[config.mk]
export PLATFORM = sky130hd
export DESIGN_NAME = instruction_loader
export DESIGN_NICKNAME = d
export VERILOG_FILES = /design/src/rtl/cpu_pkg.sv /design/src/rtl/instruction_loader.sv
export SDC_FILE = /design/constraint.sdc
export NUM_CORES = 1
export LEC_CHECK = 0
export BUFFER_PORTS_ARGS = -buffer_cell sky130_fd_sc_hd__buf_2
export CAP_MARGIN = 15
export CORE_AREA = 5 5 95 97
export DETAILED_ROUTE_END_ITERATION = 16
export DIE_AREA = 0 0 100 102
export SLEW_MARGIN = 5
export SYNTH_ARGS = -nofsm -noshare
export SYNTH_HDL_FRONTEND = slang
export SYNTH_SLANG_ARGS = --single-unit
[constraint.sdc]
create_clock -name Clock -period 1.3 [get_ports Clock]
set_input_delay 0.26 -clock Clock [delete_from_list [all_inputs] [get_ports Clock]]
set_output_delay 0.26 -clock Clock [all_outputs]
set_load 0.01 [all_outputs]
[src/rtl/cpu_pkg.sv]
// Shared CPU-side definitions: loader FSM states, frame sync marker and
// instruction memory geometry used by the byte-stream loader.
package cpu_pkg;

   typedef enum logic [1:0] {
      IDLE   = 2'd0,
      LENGTH = 2'd1,
      DATA   = 2'd2,
      CHECK  = 2'd3
   } loader_state_e;

   localparam logic [7:0] SYNC_BYTE_DEF = 8'hA5;
   localparam int         MEM_BYTES_DEF = 64;

   // Running frame checksum: plain byte-wise XOR.
   function automatic logic [7:0] csum_fold(input logic [7:0] acc, input logic [7:0] b);
      return acc ^ b;
   endfunction

endpackage

[src/rtl/instruction_loader.sv]
// Framed byte-stream loader for the writable instruction memory: SYNC, LEN,
// LEN data bytes, XOR checksum. Emits one byte write per data byte.
module instruction_loader
   import cpu_pkg::*;
#(
   parameter int         MEM_BYTES = MEM_BYTES_DEF,
   parameter logic [7:0] SYNC_BYTE = SYNC_BYTE_DEF
) (
   input  logic        Clock,
   input  logic        ResetN,
   input  logic [7:0]  InByte,
   input  logic        InValid,
   output logic        InReady,
   output logic [31:0] WrAddress,
   output logic [7:0]  WrData,
   output logic        WrEnable,
   output logic        CpuHold,
   output logic        LoadDone,
   output logic        LoadError
);

   localparam int         ADDR_W  = $clog2(MEM_BYTES) + 1;
   localparam logic [8:0] MAX_LEN = 9'(MEM_BYTES);

   loader_state_e     state_r;
   logic [ADDR_W-1:0] addr_r;
   logic [ADDR_W-1:0] count_r;
   logic [7:0]        xor_r;
   logic              in_ready_r;
   logic [ADDR_W-1:0] wr_addr_r;
   logic [7:0]        wr_data_r;
   logic              wr_enable_r;
   logic              cpu_hold_r;
   logic              load_done_r;
   logic              load_error_r;

   logic              accept_s;
   logic              len_bad_s;
   logic [ADDR_W-1:0] addr_next_s;
   logic              last_s;

   assign accept_s    = InValid && in_ready_r;
   assign addr_next_s = addr_r + ADDR_W'(1);
   assign last_s      = (addr_next_s == count_r);

   // Length byte is legal only in 1..MEM_BYTES.
   always_comb begin
      len_bad_s = 1'b0;
      if (InByte == 8'd0) begin
         len_bad_s = 1'b1;
      end else if ({1'b0, InByte} > MAX_LEN) begin
         len_bad_s = 1'b1;
      end else begin
         len_bad_s = 1'b0;
      end
   end

   // Frame parser FSM with byte counter, checksum and registered outputs.
   always_ff @(posedge Clock or negedge ResetN) begin
      if (!ResetN) begin
         state_r      <= IDLE;
         addr_r       <= '0;
         count_r      <= '0;
         xor_r        <= 8'd0;
         in_ready_r   <= 1'b0;
         wr_addr_r    <= '0;
         wr_data_r    <= 8'd0;
         wr_enable_r  <= 1'b0;
         cpu_hold_r   <= 1'b0;
         load_done_r  <= 1'b0;
         load_error_r <= 1'b0;
      end else begin
         in_ready_r   <= 1'b1;
         wr_enable_r  <= 1'b0;
         load_done_r  <= 1'b0;
         load_error_r <= 1'b0;
         if (accept_s) begin
            case (state_r)
               IDLE: begin
                  if (InByte == SYNC_BYTE) begin
                     state_r    <= LENGTH;
                     cpu_hold_r <= 1'b1;
                  end else begin
                     state_r <= IDLE;
                  end
               end
               LENGTH: begin
                  if (len_bad_s) begin
                     load_error_r <= 1'b1;
                     cpu_hold_r   <= 1'b0;
                     state_r      <= IDLE;
                  end else begin
                     count_r <= ADDR_W'(InByte);
                     addr_r  <= '0;
                     xor_r   <= 8'd0;
                     state_r <= DATA;
                  end
               end
               DATA: begin
                  wr_enable_r <= 1'b1;
                  wr_addr_r   <= addr_r;
                  wr_data_r   <= InByte;
                  xor_r       <= csum_fold(xor_r, InByte);
                  addr_r      <= addr_next_s;
                  if (last_s) begin
                     state_r <= CHECK;
                  end else begin
                     state_r <= DATA;
                  end
               end
               CHECK: begin
                  cpu_hold_r <= 1'b0;
                  if (InByte == xor_r) begin
                     load_done_r <= 1'b1;
                  end else begin
                     load_error_r <= 1'b1;
                  end
                  state_r <= IDLE;
               end
               default: begin
                  cpu_hold_r <= 1'b0;
                  state_r    <= IDLE;
               end
            endcase
         end
      end
   end

   assign InReady   = in_ready_r;
   assign WrAddress = {{(32-ADDR_W){1'b0}}, wr_addr_r};
   assign WrData    = wr_data_r;
   assign WrEnable  = wr_enable_r;
   assign CpuHold   = cpu_hold_r;
   assign LoadDone  = load_done_r;
   assign LoadError = load_error_r;

endmodule
==> out/metrics.yaml, run 1 <==
grt_start_max_net_pins: 45
p_int_uw: 2610
swShare: 0.294
grt_usage: 0.114
violations: "setup timing"
p_comb_frac: 0.253
clock_path_buffers: 2
dpl.hpwl_mm: 4.04
p_leak_uw: 0.00153
synthArstFlopShare: 1.00
rsz0062_at_grt: "true"
cts_buffers: 5
outcome: "finished with violations"
final.period_utilization: 1.20
h-tree-depth: 2
syn-cell-area_um2: 2360
nets: 323
hold_violations: 0
start_util: 0.293
cp_common_cell: "buf_6"
top_layer: "met4"
vias: 1811
drive_gt1_frac: 0.369
placed_cell_area_um2: 2850
drtIter0Drc: 60
fmax_mhz: 641
root_buffer: "clkbuf_8"
avgRoutedWirePerCell_um: 13.3
max_stage_delay_ns: 0.39
final.min_clock_period_ns: 1.56
clk_pin_slew_ns: 0.09
grt_pass1_wl_mm: 9.29
antenna_found_initial: 0
met1_length_mm: 2.57
rows: 33
cp_top_family: "simple AND/OR/NAND/NOR gates"
synth-edff-count: 0
ys_types: 36
wl_mm: 5.56
ys_seq_area_frac: 0.467
crit_type: "in2reg"
overflow: 0
setup_slack_ns: -0.261
area_growth_pct: 32.8
port_buffers: 30
dr.pass1.iters: 4
yosysWarnings: 0
power_frac_clock: 0.283
mostFrequentLayoutCell: "dfrtp_1"
ir_drop_mv: 0.536
postRouteAntennaNets: 0
dr_wl_met2_mm: 2.64
clk_latency_ns: 0.29
grt_pass1_vias: 1830
ys.flop_type: "dfrtp_1"
drv_cap: 0
cts_sinks: 44
routed-wl-met3_um: 316
die_y_um: 102
finalSetupViolCount: 24
antenna_cells: 0
end_kind: "register"
start_kind: "input port"
drv_slew: 0
final_cell_mix: "42 x dfrtp_1, 41 x nand2_1, 35 x buf_4"
crit_required_ns: 1.54
die_area_um2: 10200
finClkSkew_ns: 0.00410
dp_slack_ns: -0.643
cts_tree: "yes"
cp_cell_sequence: "buf_6 -> or3_4 -> buf_6 -> nor3_4 -> and4bb_1 -> o21ai_2 -> buf_6 -> a22o_1"
synth_area_per_cell_um2: 9.82
p_seq_frac: 0.463
ys_ff_latch: 44
gp_congestion: 0.815
cp_slowest_cell: "or3_4"
worst_hold_path_type: "in2reg"
p_sw_uw: 1080
die_x_um: 100
cp_max_fo: 8
remaining_drc_errors: 0
synth_cells: 240
fin_area_um2: 3130
p_per_area_nw_per_um2: 1180
cp.arrival_ns: 1.80
core-area_um2: 8050
critPathBufInv: 3
pin_count: 56
avgViaCountPerCell: 4.34
flip-flops by register name, summed over array words and instances (netlist names), named ones only:
name / count
InReady: 1
LoadDone: 1
addr_r: 7
state_r: 1
count_r: 7
CpuHold: 1
wr_addr_r: 7
xor_r: 8
WrEnable: 1
LoadError: 1
WrData: 8
per-stage QoR:
step           utilization  std cells  total power [µW]  hold slack [ns]  TNS, ns
2_1_floorplan            -        264              2300          -0.0356   -10.15
3_3_place_gp         0.354        404              2600            0.260   -14.58
3_5_place_dp         0.354        404              2620            0.261   -15.58
4_1_cts              0.382        414              3720            0.300    -5.07
5_1_grt              0.389        417              3920            0.303    -6.55
6_report             0.389        417              3690            0.304    -5.22
cell type report:
cell class                 count  area [µm²]
multi-input combinational    178        1190
fill                         835        4920
sequential                    44        1100
clock inverter                 2        35.0
clock buffer                   6        72.6
tap                          105         131
timing repair buffer          75         567
inverter                       7        26.3
power groups by stage:
stage | sequential (µW) | combinational, µW | clock [µW]
CTS | 1710 | 933 | 1080
detailed placement | 1730 | 890 | 0
finish | 1710 | 936 | 1050
global route | 1740 | 1040 | 1130
floorplan | 1750 | 547 | 0
global placement | 1720 | 884 | 0
tightest hold or removal path, stage by stage:
cell,delay (ns)
buf_6,0.08
buf_4,0.11
mux2_4,0.13
final timing paths:
check | to | startpoint | slack (ns) | cells after the start
worst max-delay path | xor_r[0] | InByte[3] | -0.26 | 8
min in group asynchronous | count_r[4] | ResetN | 0.47 | 3
worst min-delay path | count_r[4] | InByte[4] | 0.30 | 3
worst max register to register | count_r[6] | register | -0.16 | 3
max in group asynchronous | asynchronous set/reset pin | ResetN | 0.61 | 3
worst min register to register | wr_addr_r[2] | wr_addr_r[2] | 0.47 | 2
metal layers:
metal  global-route usage  vias up
li1                     -      909
met1                0.159      846
met2                0.182       52
met3               0.0253        4
met4               0.0218        0
met5                    0        -
kinds of logic (layout without fill, tap and decap cells):
kind of cell	Yosys count	after routing	share of synthesized area
other cells	2	26	0.00319
xor+xnor	17	17	0.0632
fa+ha+maj	1	1	0.00531
flops	44	44	0.467
compound gates	39	39	0.109
simple gates	83	83	0.177
mux	12	12	0.0663
buf+inv	42	90	0.108
synthesized netlist by cell type, types with 2 or more instances:
master / number / area, µm²
a21oi_1: 10 / 50.1
xnor2_1: 13 / 114
nor2b_1: 2 / 12.5
o21ai_0: 11 / 55.1
nor2_1: 5 / 18.8
nand3_1: 4 / 20.0
dfrtp_1: 44 / 1100
or3_1: 3 / 18.8
mux2_4: 7 / 105
nor4_1: 2 / 12.5
buf_4: 26 / 195
mux2i_1: 4 / 40.0
o2bb2ai_1: 10 / 87.6
inv_1: 7 / 26.3
clkbuf_1: 9 / 33.8
nand2_1: 43 / 161
conb_1: 2 / 7.51
a22o_1: 3 / 26.3
xor2_1: 4 / 35.0
nand4_1: 3 / 18.8
nand2b_1: 3 / 18.8
nor3_1: 11 / 55.1
what timing repair did:
item                                    4_1_cts  5_1_grt
endpoints found under the setup margin       42       41
hold buffers                                  1        0
gates resized for setup                      28       10
pin swaps                                    15        7
endpoints found under the hold margin        44        0
buffers inserted                              2        3
(Power assumes the default switching activity.)
==> inputs of run 2 (changes only) <==
--- a/config.mk
+++ b/config.mk
@@ -5,11 +5,13 @@
 export SDC_FILE = /design/constraint.sdc
 export NUM_CORES = 1
 export LEC_CHECK = 0
-export BUFFER_PORTS_ARGS = -buffer_cell sky130_fd_sc_hd__buf_2
+export ABC_AREA = 1
 export CAP_MARGIN = 15
-export CORE_AREA = 5 5 95 97
+export CORE_AREA = 5 5 98 100
 export DETAILED_ROUTE_END_ITERATION = 16
-export DIE_AREA = 0 0 100 102
+export DIE_AREA = 0 0 103 105
+export DONT_BUFFER_PORTS = 1
+export HOLD_SLACK_MARGIN = 0.05
 export SLEW_MARGIN = 5
 export SYNTH_ARGS = -nofsm -noshare
 export SYNTH_HDL_FRONTEND = slang
==> out/metrics.yaml, run 2 <==
met3_usage: 0.0306  # +0.00539
cp_common_cell: "nor2_1"
synth-edff-count: 0  # unchanged
dp_slack_ns: -0.123  # +0.520 ns
ys_seq_area_frac: 0.442  # -0.0253
swShare: 0.347  # +0.0534
die_x_um: 103  # +3.0%
min_to: "WrData[7]"
antenna_found_initial: 0  # unchanged
synthArstFlopShare: 1.00  # unchanged
power_frac_clock: 0.248  # -0.035
hold_violations: 0  # unchanged
wl_mm: 6.03  # +8.5%
start_kind: "register"
max_stage_delay_ns: 0.43  # +0.04 ns
use_met2: 0.157  # -0.0254
drtIter0Drc: 95  # +58%
drv_slew: 0  # unchanged
synth_most_common_cell: "nand2_1"
antenna_cells: 0  # unchanged
reg2reg_to: "state_r[0]"
synth_area_per_cell_um2: 8.34  # -15%
h-tree-depth: 2  # unchanged
p_seq_frac: 0.467  # +0.004
core-area_um2: 8590  # +6.7%
final_cell_mix: "68 x nand2_1, 42 x dfrtp_1, 26 x conb_1"
rsz0062_at_grt: "true"
dpl.hpwl_mm: 4.23  # +4.7%
grt_pass1_wl_mm: 9.07  # -2.4%
ys_ff_latch: 44  # unchanged
p_leak_uw: 0.00147  # -3.8%
gp_congestion: 0.806  # -1.1%
fmax_mhz: 701  # +9.4%
final.min_clock_period_ns: 1.43  # -0.134 ns
finClkSkew_ns: 0.0132  # +0.00908 ns
postRouteAntennaNets: 0  # unchanged
p_comb_frac: 0.285  # +0.032
hold_start: "InByte[7]"
synthMuxAreaShare: 0  # -0.0663
grt_usage: 0.105  # -0.00807
drive_gt1_frac: 0.302  # -0.0671
rows: 34  # +3.0%
clock_path_buffers: 2  # unchanged
p_int_uw: 3000  # +15%
grt_pass1_vias: 1834  # +0.22%
ys_top_cells_by_area: "dfrtp_1 44%, nand2_1 12%, buf_4 8.1%"
mostFrequentLayoutCell: "nand2_1"
p_per_area_nw_per_um2: 1530  # +30%
overflow: 0  # unchanged
worst_hold_path_type: "in2reg"
nets: 336  # +4.0%
avgRoutedWirePerCell_um: 13.9  # +4.5%
cts_tree: "yes"
p_sw_uw: 1600  # +47%
crit_required_ns: 1.55  # about the same
crit_start: "addr_r[0]"
final.period_utilization: 1.10  # -0.103
yosysTopAreaCell: "dfrtp_1"
grt_start_max_net_pins: 45  # unchanged
tns_ns: -0.133  # +5.08 ns
synth-simple-area-share: 0.315  # +0.137
synth_adder_area_share: 0.00502  # -0.000288
cp_max_fo: 2  # -6
yosys.area.top_type_share: 0.442  # -0.0253
die_y_um: 105  # +2.9%
end_kind: "register"
min_path_cells: 2  # -1
clk_pin_slew_ns: 0.10  # about the same
finalSetupViolCount: 2  # -92%
critPathBufInv: 1  # -2
vias: 1948  # +7.6%
avgViaCountPerCell: 4.50  # +3.6%
start_util: 0.290  # -0.00273
cp.arrival_ns: 1.67  # -0.13 ns
cp_cell_sequence: "ha_4 -> inv_2 -> nor2_1 -> nor2_1 -> nand3_1 -> nor2_1 -> nand2_1 -> nor2_1 -> nand2_1 -> a21oi_2"
ys_types: 29  # -19%
timing.rr.start: "addr_r[0]"
dr.pass1.iters: 4  # unchanged
synth_top_family_by_area: "simple AND/OR/NAND/NOR gates"
syn-cell-area_um2: 2490  # +5.7%
ys.flop_type: "dfrtp_1"
reg2regPathDepth: 10  # +7
remaining_drc_errors: 0  # unchanged
cp_top_family: "simple AND/OR/NAND/NOR gates"
synth_cells: 299  # +25%
setup_slack_ns: -0.127  # +0.134 ns
ir_drop_mv: 0.639  # +19%
violations: "setup timing"
outcome: "finished with violations"
globalRouteMet1Util: 0.148  # -0.0112
yosysWarnings: 0  # unchanged
rrSetupSlack_ns: -0.13  # +0.03 ns
cp_slowest_cell: "dfrtp_1"
area_growth_pct: 20.6
clk_latency_ns: 0.31  # +0.02 ns
synthTopCellsByCount: "77 x nand2_1, 44 x dfrtp_1, 27 x buf_4, 23 x nand3_1, 22 x inv_1"
cts_buffers: 5  # unchanged
root_buffer: "clkbuf_8"
pin_count: 56  # unchanged
crit_type: "reg2reg"
grt-busiest-layer: "met2"
cts_sinks: 44  # unchanged
fin_area_um2: 3010  # -4.0%
synth_xor_area_frac: 0.0281  # -0.0351
placed_cell_area_um2: 2640  # -7.2%
drv_cap: 0  # unchanged
die_area_um2: 10800  # +6.0%
synth_compound_area_frac: 0.0658  # -0.0436
port_buffers: 0  # -100%
run 2: repair_timing:
action | CTS | global route
cloned | 0 | 1
gates resized for setup | 0 | 41
pin swaps | 0 | 10
hold endpoints to repair | 44 | 44
endpoints found under the setup margin | 6 | 27
buffers inserted | 0 | 5
run 2: metrics by stage:
step	instances	total power, µW	hold slack [ns]	utilization
2_1_floorplan	323	2950	-0.0356	-
3_3_place_gp	418	3170	-0.0340	0.308
3_5_place_dp	418	3220	-0.0338	0.308
4_1_cts	426	4360	-0.370	0.322
5_1_grt	433	4920	0.0835	0.350
6_report	433	4600	0.0800	0.350
run 2: final cells by class:
type	instances	area [µm²]
multi-input combinational	219	1250
timing repair buffer	27	290
fill	884	5590
tap	108	135
clock inverter	2	38.8
sequential	44	1100
clock buffer	6	82.6
inverter	27	105
run 2: cells by family (layout without fill, tap and decap cells):
group	after synthesis	in the layout
AO/OA/AOI/OAI	26	26
XOR/XNOR	8	8
adder cells (fa/ha/maj)	1	1
buffers and inverters	60	62
flip-flops	44	44
other	2	26
AND/OR/NAND/NOR	158	158
run 2: power by group through the flow:
stage	combinational [µW]	clock (µW)	sequential (µW)
finish	1310	1140	2150
global route	1500	1210	2210
CTS	1070	1170	2120
detailed placement	1070	0	2150
global placement	1030	0	2130
floorplan	852	0	2100
run 2: routing by layer:
metal / wire [µm] / vias up
li1: - / 952
met1: 2710 / 920
met2: 2820 / 67
met3: 420 / 9
met4: 75 / 0
met5: 0 / -
run 2: worst max-delay path by stage:
stage                      end  slack [ns]  depth (start not counted)
detailed placement  state_r[0]       -0.12                         10
CTS                 state_r[0]       -0.14                         10
global placement    state_r[0]       -0.09                         10
global route        state_r[0]       -0.32                         10
floorplan           state_r[0]       -0.08                         10
finish              state_r[0]       -0.13                         10
==> inputs of run 3 (changes only) <==
--- a/config.mk
+++ b/config.mk
@@ -7,11 +7,14 @@
 export LEC_CHECK = 0
 export ABC_AREA = 1
 export CAP_MARGIN = 15
+export CELL_PAD_IN_SITES_DETAIL_PLACEMENT = 0
+export CELL_PAD_IN_SITES_GLOBAL_PLACEMENT = 1
 export CORE_AREA = 5 5 98 100
 export DETAILED_ROUTE_END_ITERATION = 16
 export DIE_AREA = 0 0 103 105
 export DONT_BUFFER_PORTS = 1
 export HOLD_SLACK_MARGIN = 0.05
+export PLACE_DENSITY_LB_ADDON = 0.1
 export SLEW_MARGIN = 5
 export SYNTH_ARGS = -nofsm -noshare
 export SYNTH_HDL_FRONTEND = slang
==> out/metrics.yaml, run 3 (synthesized netlist as in run 2, its figures left out) <==
avgRoutedWirePerCell_um: 14.9  # +7.0%
cp_cell_sequence: "ha_4 -> inv_2 -> nor2_1 -> nor2_1 -> nand3_1 -> nor2_1 -> nand2_1 -> nor2_1 -> nand2_1 -> a21oi_2"
cp_top_family: "simple AND/OR/NAND/NOR gates"
port_buffers: 0  # unchanged
start_util: 0.290  # unchanged
drtIter0Drc: 50  # -47%
die_y_um: 105  # unchanged
antenna_found_initial: 0  # unchanged
end_kind: "register"
wl_mm: 6.62  # +9.8%
violations: "setup timing"
final_cell_mix: "71 x nand2_1, 43 x dfrtp_1, 26 x conb_1"
pin_count: 56  # unchanged
fmax_mhz: 706  # +0.75%
drv_slew: 0  # unchanged
final.min_clock_period_ns: 1.42  # -0.0107 ns
p_leak_uw: 0.00157  # +6.6%
fin_area_um2: 3210  # +6.9%
ir_drop_mv: 0.653  # +2.1%
drive_gt1_frac: 0.310  # +0.00799
dr.pass1.iters: 6  # +2
grt_pass1_wl_mm: 9.87  # +8.8%
root_buffer: "clkbuf_8"
grt_pass1_vias: 1846  # +0.65%
hold_violations: 0  # unchanged
die_area_um2: 10800  # unchanged
cp_max_fo: 2  # unchanged
clock_path_buffers: 2  # unchanged
rsz0062_at_grt: "true"
start_kind: "register"
critPathBufInv: 1  # unchanged
timing.rr.start: "addr_r[0]"
mostFrequentLayoutCell: "nand2_1"
grt_start_max_net_pins: 45  # unchanged
clk_latency_ns: 0.30  # about the same
finClkSkew_ns: 0.00659  # -0.00660 ns
nets: 347  # +3.3%
cp_common_cell: "nor2_1"
overflow: 0  # unchanged
hold_slack_ns: 0.0690  # -0.0110 ns
cp_slowest_cell: "dfrtp_1"
gp_congestion: 0.743  # -7.8%
cts_tree: "yes"
antenna_cells: 0  # unchanged
vias: 1915  # -1.7%
core-area_um2: 8590  # unchanged
postRouteAntennaNets: 0  # unchanged
die_x_um: 103  # unchanged
tns_ns: -0.164  # -0.0309 ns
avgViaCountPerCell: 4.31  # -4.1%
outcome: "finished with violations"
crit_required_ns: 1.54  # about the same
placed_cell_area_um2: 2690  # +1.9%
p_per_area_nw_per_um2: 1550  # +1.1%
h-tree-depth: 2  # unchanged
crit_start: "addr_r[0]"
hold_start: "InByte[7]"
clk_pin_slew_ns: 0.09  # about the same
area_growth_pct: 28.9
worst_hold_path_type: "in2reg"
drv_cap: 0  # unchanged
cts_buffers: 5  # unchanged
remaining_drc_errors: 0  # unchanged
grt_usage: 0.117  # +0.0114
setup_slack_ns: -0.116  # +0.0107 ns
cp.arrival_ns: 1.65  # -0.02 ns
finalSetupViolCount: 8  # +6
cts_sinks: 44  # unchanged
dpl.hpwl_mm: 4.52  # +6.9%
final.period_utilization: 1.09  # -0.00821
max_stage_delay_ns: 0.43  # about the same
crit_type: "reg2reg"
rows: 34  # unchanged
run 3: cell count changes in the layout (fill, tap and decap cells not counted), sizes merged:
cell,change
buf,+7
clkbuf,+3
bufinv,+2
clkinv,-1
run 3: what timing repair did:
action | CTS | global route
hold endpoints to repair | 44 | 44
gates cloned | 0 | 6
buffers inserted | 0 | 6
endpoints found under the setup margin | 10 | 40
pin swaps | 0 | 11
resized for setup | 8 | 33
run 3: final timing paths:
kind | end | depth (start not counted) | slack (ns)
max in group asynchronous | asynchronous set/reset pin | 2 | 0.60
worst max-delay path | state_r[0] | 10 | -0.12
worst min register to register | count_r[6] | 2 | 0.52
min in group asynchronous | wr_addr_r[1] | 2 | 0.47
worst max register to register | state_r[0] | 10 | -0.12
worst min-delay path | WrData[7] | 2 | 0.07
run 3: per-layer routing:
layer	vias up	routed length [µm]	track usage	share of wire
met5	-	0	0	0
met4	0	59	0.0250	0.0089
met3	5	318	0.0333	0.048
met2	36	3290	0.191	0.50
met1	905	2950	0.152	0.45
li1	969	-	-	-
run 3: metrics by stage:
step                      utilization  power, µW  setup slack [ns]  instances
after global routing            0.374       5310            -0.247        444
after global placement          0.313       3230            -0.126        423
final                           0.374       4970            -0.116        444
after detailed placement        0.313       3240            -0.145        423
after floorplan                     -       2950           -0.0843        323
after CTS                       0.335       4770            -0.126        431
run 3: layout make-up:
| type | count | area, µm² |
|---|---|---|
| Clock buffer | 5 | 68.8 |
| Clock inverter | 3 | 90.1 |
| Fill cell | 903 | 5380 |
| Inverter | 27 | 108 |
| Multi-Input combinational cell | 219 | 1250 |
| Sequential cell | 44 | 1100 |
| Tap cell | 108 | 135 |
| Timing Repair Buffer | 38 | 455 |
run 3: where the power goes:
part | total [µW] | switching (µW) | internal (µW) | leakage, µW
logic | 1320 | 661 | 661 | 0.000914
registers | 2160 | 414 | 1740 | 0.000578
clock network | 1490 | 530 | 962 | 0.0000784
total | 4970 | 1600 | 3370 | 0.00157
run 3: worst register-to-register path: stages, from the launching register on:
cell and delay [ns]:
dfrtp_1 0.43, ha_4 0.26, inv_2 0.05, nor2_1 0.03, nor2_1 0.09, nand3_1 0.07, nor2_1 0.09, nand2_1 0.05
nor2_1 0.10, nand2_1 0.07, a21oi_2 0.11
